<file path="config.mk">
export PLATFORM = sky130hd
export DESIGN_NAME = tm1638_key_reader
export DESIGN_NICKNAME = d
export VERILOG_FILES = /design/src/rtl/tm1638_pkg.sv /design/src/rtl/tm1638_bit_timer.sv /design/src/rtl/tm1638_key_reader.sv
export SDC_FILE = /design/constraint.sdc
export NUM_CORES = 1
export LEC_CHECK = 0
export BUFFER_PORTS_ARGS = -buffer_cell sky130_fd_sc_hd__buf_2
export CAP_MARGIN = 5
export CORE_UTILIZATION = 60
export DETAILED_ROUTE_END_ITERATION = 10
export PLACE_DENSITY_LB_ADDON = 0.2
export SLEW_MARGIN = 20
export SYNTH_ARGS = -nofsm -noshare
export SYNTH_HDL_FRONTEND = slang
export SYNTH_SLANG_ARGS = --single-unit
export TNS_END_PERCENT = 1
</file>
<file path="constraint.sdc">
create_clock -name clk -period 4.78 [get_ports clk]
set_input_delay 0.239 -clock clk [delete_from_list [all_inputs] [get_ports clk]]
set_output_delay 0.239 -clock clk [all_outputs]
set_load 0.01 [all_outputs]
</file>
<file path="src/rtl/tm1638_pkg.sv">
// Shared TM1638 bus definitions: command bytes, key-scan type and LED&KEY button decode.
package tm1638_pkg;

  typedef logic [31:0] key_scan_t;

  localparam logic [7:0] DATA_CMD      = 8'h40;
  // Bit 1 selects key read; bit 2 left clear keeps auto address increment.
  localparam logic [7:0] DATA_READ_DIR = 8'h02;
  localparam logic [7:0] READ_KEYS_CMD = DATA_CMD | DATA_READ_DIR;

  localparam int KEY_SCAN_BYTES = 4;
  localparam int KEY_SCAN_BITS  = KEY_SCAN_BYTES * 8;

  // LED&KEY boards wire S1..S8 to bits 0 and 4 of each scan byte.
  function automatic logic [7:0] decode_buttons(input key_scan_t k);
    logic [7:0] b;
    b = '0;
    for (int i = 0; i < KEY_SCAN_BYTES; i++) begin
      b[2*i]   = k[8*i];
      b[2*i+1] = k[8*i+4];
    end
    return b;
  endfunction

endpackage

</file>
<file path="src/rtl/tm1638_bit_timer.sv">
// Serial clock generator: per bit a CLK_DIV-cycle low phase then a CLK_DIV-cycle high phase.
// Strobes are combinational and describe the current cycle; sclk idles high when no bits remain.
module tm1638_bit_timer #(
  parameter int CLK_DIV = 50
) (
  input  logic       i_clk,
  input  logic       i_rst,
  input  logic       i_load,
  input  logic [5:0] i_bits,
  output logic       o_sclk,
  output logic       o_rise,
  output logic       o_fall,
  output logic       o_sample,
  output logic       o_last
);

  localparam int HW = $clog2(CLK_DIV);

  logic [HW-1:0] r_hcnt;
  logic          r_high;
  logic          r_active;
  logic          r_sclk;
  logic [5:0]    r_bits;
  logic          w_half_end;

  assign w_half_end = (r_hcnt == HW'(CLK_DIV - 1));
  assign o_rise     = r_active & ~r_high & w_half_end;
  assign o_sample   = r_active &  r_high & w_half_end;
  assign o_last     = o_sample & (r_bits == 6'd1);
  assign o_fall     = o_sample & ~o_last;
  assign o_sclk     = r_sclk;

  always_ff @(posedge i_clk) begin
    if (i_rst) begin
      r_hcnt   <= '0;
      r_high   <= 1'b0;
      r_active <= 1'b0;
      r_sclk   <= 1'b1;
      r_bits   <= '0;
    end else if (i_load) begin
      r_hcnt   <= '0;
      r_high   <= 1'b0;
      r_active <= 1'b1;
      r_sclk   <= 1'b0;
      r_bits   <= i_bits;
    end else if (r_active) begin
      if (w_half_end) begin
        r_hcnt <= '0;
        if (!r_high) begin
          r_high <= 1'b1;
          r_sclk <= 1'b1;
        end else if (r_bits == 6'd1) begin
          // Last bit: leave sclk high for whatever phase follows.
          r_high   <= 1'b0;
          r_active <= 1'b0;
        end else begin
          r_bits <= r_bits - 6'd1;
          r_high <= 1'b0;
          r_sclk <= 1'b0;
        end
      end else begin
        r_hcnt <= r_hcnt + HW'(1);
      end
    end
  end

endmodule

</file>
<file path="src/rtl/tm1638_key_reader.sv">
// Reads the four TM1638 key-scan bytes after a read command; done pulses 82*CLK_DIV+WAIT_CYCLES+1 cycles after start.
// start is only honoured in IDLE; the caller guarantees the shared STB/CLK/DIO bus is free.
module tm1638_key_reader
  import tm1638_pkg::*;
#(
  parameter int CLK_DIV     = 50,
  parameter int WAIT_CYCLES = 100
) (
  input  logic        clk,
  input  logic        rst,
  input  logic        start,
  output logic        busy,
  output logic        done,
  output logic [31:0] keys,
  output logic [7:0]  buttons,
  output logic        stb,
  output logic        sclk,
  output logic        dio_o,
  output logic        dio_oe,
  input  logic        dio_i
);

  localparam int CNT_MAX = (WAIT_CYCLES > CLK_DIV) ? WAIT_CYCLES : CLK_DIV;
  localparam int CNT_W   = $clog2(CNT_MAX);

  typedef enum logic [2:0] {
    S_IDLE,
    S_STB_SETUP,
    S_CMD,
    S_WAIT,
    S_READ,
    S_STB_HOLD,
    S_DONE
  } state_t;

  state_t           r_state, w_state;
  logic [CNT_W-1:0] r_cnt, w_cnt;
  logic [7:0]       r_cmd, w_cmd;
  logic             r_stb, w_stb;
  logic             r_dio_o, w_dio_o;
  logic             r_dio_oe, w_dio_oe;
  logic             r_busy, w_busy;
  logic             r_done, w_done;
  logic             w_load_keys;
  logic             w_tmr_load;
  logic [5:0]       w_tmr_bits;
  key_scan_t        r_keys;
  logic [7:0]       r_buttons;
  key_scan_t        r_shift;
  logic [1:0]       r_sync;

  logic w_sclk, w_rise, w_fall, w_sample, w_last;

  tm1638_bit_timer #(
    .CLK_DIV (CLK_DIV)
  ) u_bit_timer (
    .i_clk    (clk),
    .i_rst    (rst),
    .i_load   (w_tmr_load),
    .i_bits   (w_tmr_bits),
    .o_sclk   (w_sclk),
    .o_rise   (w_rise),
    .o_fall   (w_fall),
    .o_sample (w_sample),
    .o_last   (w_last)
  );

  always_comb begin
    w_state     = r_state;
    w_cnt       = r_cnt;
    w_cmd       = r_cmd;
    w_stb       = r_stb;
    w_dio_o     = r_dio_o;
    w_dio_oe    = r_dio_oe;
    w_busy      = r_busy;
    w_done      = 1'b0;
    w_load_keys = 1'b0;
    w_tmr_load  = 1'b0;
    w_tmr_bits  = 6'd0;
    case (r_state)
      S_IDLE: begin
        if (start) begin
          w_state  = S_STB_SETUP;
          w_stb    = 1'b0;
          w_dio_oe = 1'b1;
          w_dio_o  = READ_KEYS_CMD[0];
          w_cmd    = READ_KEYS_CMD;
          w_cnt    = CNT_W'(CLK_DIV - 1);
          w_busy   = 1'b1;
        end
      end
      S_STB_SETUP: begin
        if (r_cnt == '0) begin
          w_state    = S_CMD;
          w_tmr_load = 1'b1;
          w_tmr_bits = 6'd8;
        end else begin
          w_cnt = r_cnt - CNT_W'(1);
        end
      end
      S_CMD: begin
        // Drop the bit once the chip has latched it; present the next at the fall.
        if (w_rise) w_cmd = r_cmd >> 1;
        if (w_fall) w_dio_o = r_cmd[0];
        if (w_last) begin
          w_state  = S_WAIT;
          w_dio_oe = 1'b0;
          w_dio_o  = 1'b1;
          w_cnt    = CNT_W'(WAIT_CYCLES - 1);
        end
      end
      S_WAIT: begin
        if (r_cnt == '0) begin
          w_state    = S_READ;
          w_tmr_load = 1'b1;
          w_tmr_bits = 6'(KEY_SCAN_BITS);
        end else begin
          w_cnt = r_cnt - CNT_W'(1);
        end
      end
      S_READ: begin
        if (w_last) begin
          w_state = S_STB_HOLD;
          w_stb   = 1'b1;
          w_cnt   = CNT_W'(CLK_DIV - 1);
        end
      end
      S_STB_HOLD: begin
        if (r_cnt == '0) begin
          w_state     = S_DONE;
          w_done      = 1'b1;
          w_load_keys = 1'b1;
        end else begin
          w_cnt = r_cnt - CNT_W'(1);
        end
      end
      S_DONE: begin
        w_state = S_IDLE;
        w_busy  = 1'b0;
      end
      default: begin
        w_state = S_IDLE;
      end
    endcase
  end

  always_ff @(posedge clk) begin
    if (rst) begin
      r_state   <= S_IDLE;
      r_cnt     <= '0;
      r_cmd     <= '0;
      r_stb     <= 1'b1;
      r_dio_o   <= 1'b1;
      r_dio_oe  <= 1'b0;
      r_busy    <= 1'b0;
      r_done    <= 1'b0;
      r_keys    <= '0;
      r_buttons <= '0;
      r_shift   <= '0;
      r_sync    <= 2'b11;
    end else begin
      r_state  <= w_state;
      r_cnt    <= w_cnt;
      r_cmd    <= w_cmd;
      r_stb    <= w_stb;
      r_dio_o  <= w_dio_o;
      r_dio_oe <= w_dio_oe;
      r_busy   <= w_busy;
      r_done   <= w_done;
      r_sync   <= {r_sync[0], dio_i};
      // Bits arrive LSB first, so shift in from the top.
      if (r_state == S_READ && w_sample) r_shift <= {r_sync[1], r_shift[31:1]};
      if (w_load_keys) begin
        r_keys    <= r_shift;
        r_buttons <= decode_buttons(r_shift);
      end
    end
  end

  assign busy    = r_busy;
  assign done    = r_done;
  assign keys    = r_keys;
  assign buttons = r_buttons;
  assign stb     = r_stb;
  assign sclk    = w_sclk;
  assign dio_o   = r_dio_o;
  assign dio_oe  = r_dio_oe;

endmodule

</file>
==> results.md <==
Clocking:
- The number of hold buffers added after cts is 0.
- The root buffer cell is clkbuf_8.
- Once the clock tree was built, the setup fixing pass inserted 0 buffers.
- The count of clock tree sinks is approximately 100.
- The number of gates resized after CTS was 0.
- Counting the buffers created by CTS gives 9.
- The H-tree depth is 3.
- For the worst-skew pair, the clock arrives at the later sink with an insertion delay of ~0.35 ns.
- The longest clock path from root to sink contains 2 buffers.
- The clock transition at the registers of the reported paths is around 0.090 ns.
- TritonCTS built the clock tree.

Worst setup path:
- The peak per-stage delay on the critical path is 0.63 ns.
- The arrival time of data at the critical path endpoint is between 2 and 3 ns.
- For this design, the slowest cell found on the critical path is nand2_2.
- Together, buffers and inverters on the worst path number 1.
- The worst setup path is of the flop to flop kind.
- The critical path's top delay family is simple AND/OR/NAND/NOR gates.
- Traced cell by cell, the critical path runs through inv_1, ha_1, nor4b_1, and3_1, nand2_2, mux2i_1, nor2_1.
- The worst setup path is launched from a flop.
- The required time reported for the critical path endpoint is about 5.0 ns.
- STA classifies the critical path endpoint as a flop.
- The maximum fanout along the worst path is 33.

Finish:
- From synthesis to final layout, the design area changed by 8.63%.
- The net count of the finished layout is between 500 and 600.
- Of the cells placed in the final design, the portion with a size suffix greater than 1 is 0.151.
- The finished cells cover 4500 µm².
- Once layout is complete, the utilization of the core stands at 0.694.
- The count of inserted antenna diode cells is 0.

Power:
- The share of total power in combinational logic is 0.175.
- The largest voltage drop on the vdd net is between 0.2 and 0.25 mV.
- Cell internal power was estimated by the tool at 1.23 mW.
- The share of total power dissipated in the clock network is 0.277.
- The post-route total power is roughly 1.8 mW.
- The power dissipated by switching net loads is roughly 0.54 mW.
- In this run the power density over the cells is about 390 nW/µm².
- The cell leakage power is approximately 2.0 nW.
- Of the total power, the share spent switching nets is 0.305.
- The sequential power share is 0.548.

Yosys:
- Counting distinct cell types in the post-synthesis netlist gives between 40 and 50.
- Synthesis handed over a netlist of 475 instances.
- Of the total synthesized cell area, the portion taken by full adders, half adders and majority gates is 0.0181.
- In the synthesized netlist the async set-or-reset flop fraction comes to 0.
- The commonest cells after synthesis are dfxtp_1 (103), nand2_1 (80), nor2_1 (57).
- After synthesis the netlist holds a flip-flop and latch count of 103.
- Among all cell types in the netlist, the one instantiated most often is dfxtp_1.
- The multiplexer share of the synthesized area is 0.0821.
- The average instance in the mapped netlist occupies roughly 8.7 µm².
- Of the post-synthesis cell area, the dominant cell type holds 0.497.
- The combinational family with the most area after synthesis is simple AND/OR/NAND/NOR gates.
- The most common flop cell mapped by yosys is dfxtp_1.
- The fraction of the mapped netlist area in compound gates is 0.113.
- By area the synthesized netlist is led by dfxtp_1 (50%), mux2i_1 (8.2%), nand2_1 (7.2%), a21oi_1 (6.0%), nor2_1 (5.2%).
- Yosys mapped a number of flops with a built-in enable equal to 0.
- The post-synthesis cell type with the largest combined area is dfxtp_1.
- The cell area after synthesis is between 4000 and 5000 µm².
- The share of the Yosys chip area taken by registers is 0.497.
- Of the total synthesized cell area, the portion taken by AND, OR, NAND and NOR gates is 0.216.
- The Yosys step of the flow raised 0 warnings.
- The net count after synthesis is approximately 490.
- Of the total synthesized cell area, the portion taken by XOR and XNOR cells is 0.0232.

Drt:
- For this block, the via count after detailed routing is approximately 3300.
- The mean routed wirelength per cell is around 13 µm.
- Using the TritonRoute via totals, the vias-per-cell ratio works out to between 5 and 6.
- For this block, the routed nets add up to roughly 7700 µm of wire.
- The residual antenna-violating net count after detailed routing is 0.
- In the routed design, unresolved DRC markers number 0.
- The number of DRC markers in iteration 0 is approximately 200.
- The length of the first detailed-routing pass in iterations is 5.

STA:
- The aggregate negative setup slack is 0 ns.
- The headroom to the max-slew limit is 0.305.
- The post-layout minimum cycle time is between 2 and 3 ns.
- The final-report max-slew violation count is 0.
- Setup violations remaining at the end of the flow were counted as 0.
- Based on the critical path, the design can be clocked at up to ~360 MHz.
- Setup repair after global routing left no endpoint under its margin.
- At the pin with the least slew margin, the transition time is about 1.0 ns.
- Clock skew on the completed layout was measured at ~0.015 ns.
- The final worst-path cycle share is 0.579.
- The final-report hold violation count is 0.
- Across all setup checks in the final design, the least slack found is 2.01 ns.

Placement:
- The placement-stage cell area is around 4300 µm².
- The final HPWL from detailed placement is roughly 5000 µm.
- Port buffering added slightly below 50 buffers.
- Before CTS, the worst setup slack after placement is 2.09 ns.
- The congestion estimate from routability-driven global placement came to 0.804.

Floorplanning:
- The floorplan step set the die height to ~85 µm.
- The starting density of the core is 0.638.
- The total die area is about 7200 µm².
- The die extent in x is between 80 and 90 µm.
- The boundary pin count is 50.
- The count of standard-cell rows is 29.
- After floorplanning, the core was sized to cover about 6500 µm².

GRT:
- The initial antenna violation count is 0.
- Entering global routing, the biggest net connects between 90 and 100 pins.
- The total congestion overflow is 0.
- The first-pass GRT wire length is ~13000 µm.
- The number of global-route vias before repair is 2927.
- Across every metal layer, demand over resource in global routing totals 0.225.

Status:
- The run finished with clean final reports.

Flow run:
- Across the run, the number of max-cap violations was 0.

Hold path:
- The path class of the tightest hold or removal check is primary input to flop.
## flip-flops by register name, summed over array words and instances, names as in the netlist
name                  cells
r_state                   3
r_cmd                     7
stb                       1
r_shift                  32
r_sync                    2
u_bit_timer.r_active      1
r_cnt                     7
u_bit_timer.r_high        1
dio_oe                    1
done                      1
busy                      1
u_bit_timer.o_sclk        1
dio_o                     1
keys                     32
u_bit_timer.r_bits        6
u_bit_timer.r_hcnt        6
## cell type report
type	count	area, µm²
inverter	8	30.0
timing repair buffer	51	260
sequential	103	2060
clock inverter	6	53.8
tap	77	96.3
multi-input combinational	326	1880
fill	528	1990
clock buffer	9	124
## path summary, 6_finish.rpt
| path | startpoint | slack [ns] | cells after the start | to |
|---|---|---|---|---|
| max | r_cnt[0] | 2.01 | 7 | keys[17] |
| min | dio_i | 0.09 | 2 | r_sync[0] |
| max reg2reg | r_cnt[0] | 2.01 | 7 | keys[17] |
| min reg2reg | r_sync[0] | 0.42 | 1 | r_sync[1] |
## power groups by stage
| stage | Sequential [mW] | Combinational, mW | Clock [mW] |
|---|---|---|---|
| floorplan | 0.966 | 0.261 | 0 |
| global placement | 0.986 | 0.292 | 0 |
| detailed placement | 0.988 | 0.305 | 0 |
| CTS | 0.969 | 0.306 | 0.505 |
| global route | 0.981 | 0.346 | 0.546 |
| finish | 0.972 | 0.310 | 0.491 |
## layout by cell type (no fill, tap or decap), types with 4 or more instances in the layout
master	synthesis	layout
dfxtp_1	103	103
nand2_1	80	79
nor2_1	57	57
a21oi_1	50	50
buf_2	6	49
mux2i_1	34	34
nand3_1	21	21
nor3_1	9	9
clkbuf_8	0	9
inv_1	7	7
o21ai_0	6	6
xor2_1	6	6
ha_1	6	6
xnor2_1	5	5
or2_2	4	4
## through the flow
step / instances / hold WS, ns
after detailed placement: 565 / 0.402
after floorplan: 475 / 0.343
after CTS: 580 / 0.0635
after global routing: 580 / 0.0889
after global placement: 565 / 0.398
final: 580 / 0.0856
## kinds of logic after synthesis
logic type      count (synthesis)
simple gates                  198
flops                         103
compound gates                 77
buf+inv                        46
mux                            34
xor+xnor                       11
fa+ha+maj                       6
## routing by layer
layer  GRT usage  up-vias  routed length (µm)
met3      0.0331        9                 282
met1       0.311     1559                3720
li1            -     1651                   -
met5           0        -                   0
met2       0.353       69                3610
met4      0.0971        0                  80
Power figures use the tool's default switching activity.
